`src/rtl/my_sub.sv`:
```
// my_sub: slice-serial two's-complement subtractor, dout = ain - bin.
// The operands are processed SLICE_WIDTH bits per cycle, least-significant
// slice first, as ain + ~bin + 1. Completion raises a one-cycle done pulse
// together with the unsigned borrow and signed overflow flags.
// Optional build macro MY_SUB_SATURATE_EN: on signed overflow, dout clamps to
// the most positive or most negative value, chosen by the sign of ain.
module my_sub #(
    parameter int BIT_WIDTH   = 32,
    parameter int SLICE_WIDTH = 8
) (
    input  logic                 clk,
    input  logic                 reset,
    input  logic                 start,
    input  logic [BIT_WIDTH-1:0] ain,
    input  logic [BIT_WIDTH-1:0] bin,
    output logic                 busy,
    output logic                 done,
    output logic [BIT_WIDTH-1:0] dout,
    output logic                 borrow,
    output logic                 overflow
);

    localparam int N     = BIT_WIDTH / SLICE_WIDTH;
    localparam int IDX_W = (N > 1) ? $clog2(N) : 1;

    typedef enum logic {IDLE, RUN} state_t;

    state_t                 state;
    logic [BIT_WIDTH-1:0]   a_r;
    logic [BIT_WIDTH-1:0]   nb_r;
    logic [BIT_WIDTH-1:0]   res_r;
    logic                   c;
    logic [IDX_W-1:0]       idx;

    logic [SLICE_WIDTH-1:0] a_sl;
    logic [SLICE_WIDTH-1:0] nb_sl;
    logic [SLICE_WIDTH:0]   slice_sum;
    logic [BIT_WIDTH-1:0]   diff_full;
    logic                   last;
    logic                   ovf_next;
    logic [BIT_WIDTH-1:0]   dout_next;
    int                     base;

`ifdef MY_SUB_SATURATE_EN
    // Clamp toward the sign of the minuend when the signed result overflowed.
    function automatic logic [BIT_WIDTH-1:0] sat_diff(
        input logic [BIT_WIDTH-1:0] d,
        input logic                 ovf,
        input logic                 a_neg
    );
        logic [BIT_WIDTH-1:0] lim;
        lim = {1'b0, {(BIT_WIDTH-1){1'b1}}};
        if (!ovf)
            return d;
        else if (a_neg)
            return ~lim;
        else
            return lim;
    endfunction
`endif

    // Current slice add and the full-width difference as it stands after this slice.
    always_comb begin
        base      = int'(idx) * SLICE_WIDTH;
        a_sl      = a_r[base +: SLICE_WIDTH];
        nb_sl     = nb_r[base +: SLICE_WIDTH];
        slice_sum = {1'b0, a_sl} + {1'b0, nb_sl} + {{SLICE_WIDTH{1'b0}}, c};
        diff_full = res_r;
        diff_full[base +: SLICE_WIDTH] = slice_sum[SLICE_WIDTH-1:0];
        last      = (idx == IDX_W'(N - 1));
        // The subtrahend sign is the complement of the stored inverted operand's sign.
        ovf_next  = (a_r[BIT_WIDTH-1] != ~nb_r[BIT_WIDTH-1]) &&
                    (diff_full[BIT_WIDTH-1] != a_r[BIT_WIDTH-1]);
`ifdef MY_SUB_SATURATE_EN
        dout_next = sat_diff(diff_full, ovf_next, a_r[BIT_WIDTH-1]);
`else
        dout_next = diff_full;
`endif
    end

    // Control FSM plus slice datapath; results are published only on the final slice.
    always_ff @(posedge clk) begin
        if (reset) begin
            state    <= IDLE;
            a_r      <= '0;
            nb_r     <= '0;
            res_r    <= '0;
            c        <= 1'b0;
            idx      <= '0;
            busy     <= 1'b0;
            done     <= 1'b0;
            dout     <= '0;
            borrow   <= 1'b0;
            overflow <= 1'b0;
        end else begin
            done <= 1'b0;
            case (state)
                IDLE: begin
                    if (start) begin
                        a_r   <= ain;
                        nb_r  <= ~bin;
                        res_r <= '0;
                        c     <= 1'b1;
                        idx   <= '0;
                        busy  <= 1'b1;
                        state <= RUN;
                    end
                end
                RUN: begin
                    res_r <= diff_full;
                    c     <= slice_sum[SLICE_WIDTH];
                    idx   <= idx + IDX_W'(1);
                    if (last) begin
                        state    <= IDLE;
                        busy     <= 1'b0;
                        done     <= 1'b1;
                        dout     <= dout_next;
                        borrow   <= ~slice_sum[SLICE_WIDTH];
                        overflow <= ovf_next;
                    end
                end
                default: state <= IDLE;
            endcase
        end
    end

endmodule

```
`config.mk`:
```
export PLATFORM = sky130hd
export DESIGN_NAME = my_sub
export DESIGN_NICKNAME = d
export VERILOG_FILES = /design/src/rtl/my_sub.sv
export SDC_FILE = /design/constraint.sdc
export NUM_CORES = 1
export LEC_CHECK = 0
export BUFFER_PORTS_ARGS = -buffer_cell sky130_fd_sc_hd__buf_2
export CORE_MARGIN = 2
export CORE_UTILIZATION = 40
export DETAILED_ROUTE_END_ITERATION = 7
export GPL_TIMING_DRIVEN = 0
export PLACE_DENSITY = 0.61
export SKIP_CTS_REPAIR_TIMING = 1
export SYNTH_ARGS = -nofsm -noshare
export SYNTH_HDL_FRONTEND = slang
export SYNTH_SLANG_ARGS = --single-unit
```
`constraint.sdc`:
```
create_clock -name clk -period 2.9 [get_ports clk]
set_input_delay 0.145 -clock clk [delete_from_list [all_inputs] [get_ports clk]]
set_output_delay 0.145 -clock clk [all_outputs]
set_load 0.01 [all_outputs]
```
==> metrics.txt <==
outcome=complete, but fails checks; failing checks=hold timing, setup timing; die height=124 um; setup TNS=-1.30 ns; # H-tree levels=4; first-pass GRT wire length=24.8 mm; final-report max-slew violation count=0; Layout Skew=0.00728 ns; clock tree buffer depth=2; worst setup path category=flip-flop to flip-flop; Post-Syn Instances=626; initial antenna violation count=0; Num CTS Buffers=17; row count=43; Vias/cell=5.34; post-synth cell types=55; Post-Syn Nets=708; FF+latch count, synth=136; DR vias=5370; DP Worst Slack=-0.488 ns; CP Launch Type=flip-flop; grt ovf=0; setup ws final=-0.167 ns; fill count=1256; Final Instance Area=7910 um^2; largest net degree at the start of global routing=17; Reg clk slew, reported paths=0.06 ns; Netlist Area Pre-Place=5780 um^2; Area Growth Syn to Fin=36.9%; antenna-violating nets left=0; ratio of cells with drive above 1 in the final layout=0.245; Hold Crit Class=input pin to flip-flop; Die Wd=124 um; Starting DRT DRC Count=350; unrepaired setup endpoints after global routing=yes; P_leak=3.18 nW; # Max-Cap Violations=0; Final Util=0.565; GRT Total Usage=0.216; nets=898; CP Capture Type=flip-flop; final count of hold timing violations=3; setup violators final=10; DR DRC count=0; Initial Util=0.413; CP max FO=8; worst slew pin tran=0.580 ns; I/O pin count=103; RePlAce Congestion=0.903; CP arrival=3.40 ns; vias in the first global route=4802; Mapped Avg Cell Area=9.23 um^2; WHS=-0.0300 ns; Skew-Pair Late Insertion Delay=0.42 ns; fin crit share=1.06; Pwr per Cell Area=594 nW/um^2; wirelength, routed=16.6 mm; Max-slew headroom=0.614; die area=15400 um^2; routed len/inst=16.5 um; top_reg_cell synth=dfxtp_1; Pre-antenna DRT Iters=5; DP Area=6520 um^2; I/O Buffers=100; Crit path required time=3.23 ns; maximum vdd drop=0.426 mV; CTS tree=yes; f_max=326 MHz; dpl hpwl=11.8 mm; Syn. warnings=0; CTS Sinks=136; Core Box Area=14000 um^2; # diodes=0; asr flop ratio synth=0; Final min period=3.07 ns; Seq/Total Area, Yosys=0.471; Post-synth EDFFs=0; Root Buffer=clkbuf_16
[synthesized netlist by cell type (all sizes together) (2+ instances only)]
master	count	share of area
inv	20	0.013
nor2	62	0.040
nor2b	10	0.012
ha	13	0.028
nand3	2	0.0017
dfxtp	136	0.47
and3	2	0.0022
xnor2	2	0.0043
o31ai	8	0.010
o22ai	8	0.0087
or2	2	0.0026
fa	2	0.0069
buf	14	0.013
a32o	2	0.0035
o21ai	31	0.027
a22oi	17	0.022
xor2	3	0.0078
nand3b	5	0.0065
mux2i	2	0.0035
a21oi	64	0.059
o21a	2	0.0026
mux4	16	0.062
clkbuf	33	0.029
nand2	86	0.056
a211oi	35	0.045
nor3	15	0.013
a32oi	5	0.0076
a22o	12	0.018
a21o	2	0.0026
[power by group]
group          switching (W)  internal (W)  total, W
logic               0.000349      0.000299  0.000648
registers          0.0000442       0.00194   0.00199
clock network       0.000755       0.00131   0.00207
[state kept, by name, summed over array words and instances (netlist names)]
register and cells:
borrow 1, nb_r 32, c 1, dout 32
busy 1, idx 2, overflow 1, state 1
a_r 32, res_r 32, done 1
[stage by stage]
stage | power, W | cells
2_1_floorplan | 0.00236 | 626
3_3_place_gp | 0.00252 | 906
3_5_place_dp | 0.00254 | 906
4_1_cts | 0.00459 | 934
5_1_grt | 0.00486 | 1005
6_report | 0.00470 | 1005
[final cells by class]
class                           count  area (um^2)  share of cell area
Sequential cell                   136         2730               0.345
Clock inverter                      4         70.1             0.00886
Buffer                             48          293              0.0370
Clock buffer                       24          482              0.0609
Inverter                           21         78.8             0.00997
Timing Repair Buffer              171         1190               0.151
Tap cell                          180          225              0.0285
Multi-Input combinational cell    421         2840               0.359
[critical path: stages (launching register included)]
cell	delay, ns
dfxtp_4	0.37
buf_12	0.13
mux4_2	0.54
fa_2	0.40
inv_2	0.07
fa_2	0.23
nor2b_4	0.05
o31a_1	0.27
or2_4	0.26
a21oi_4	0.17
xor2_4	0.09
buf_12	0.15
o31ai_2	0.23
[metal layers]
layer	wire length, um	up-vias	share of wire	global-route usage
met3	815	21	0.049	0.0499
met2	8330	174	0.50	0.360
met4	306	0	0.018	0.0871
li1	-	2606	-	-
met1	7160	2569	0.43	0.269
met5	0	-	0	0
[cells by family (layout without fill, tap and decap cells)]
logic type	after synthesis	after routing	synth area share
xor+xnor	5	5	0.0121
buf+inv	69	268	0.0572
compound gates	191	191	0.214
flops	136	136	0.471
mux	18	18	0.0659
simple gates	192	192	0.145
fa+ha+maj	15	15	0.0351
[final timing paths]
kind / depth (start not counted) / end / startpoint / slack, ns
hold reg to reg: 2 / dout[31] / dout[31] / 0.45
hold / removal: 3 / a_r[29] / ain[29] / -0.03
setup / recovery: 12 / dout[6] / idx[0] / -0.17
setup reg to reg: 12 / dout[6] / idx[0] / -0.17
[cells in the final DEF (no fill, tap or decap), types with 12 or more instances in the layout]
master / instances
nor2_1: 62
dfxtp_1: 135
buf_4: 16
buf_2: 108
clkbuf_16: 17
a22oi_1: 17
dlygate4sd3_1: 58
mux4_2: 16
a211oi_1: 35
o21ai_0: 30
a21oi_1: 60
nand2_1: 85
inv_1: 19
a22o_1: 12
nor3_1: 15
clkbuf_1: 31
(Power assumes the default switching activity.)
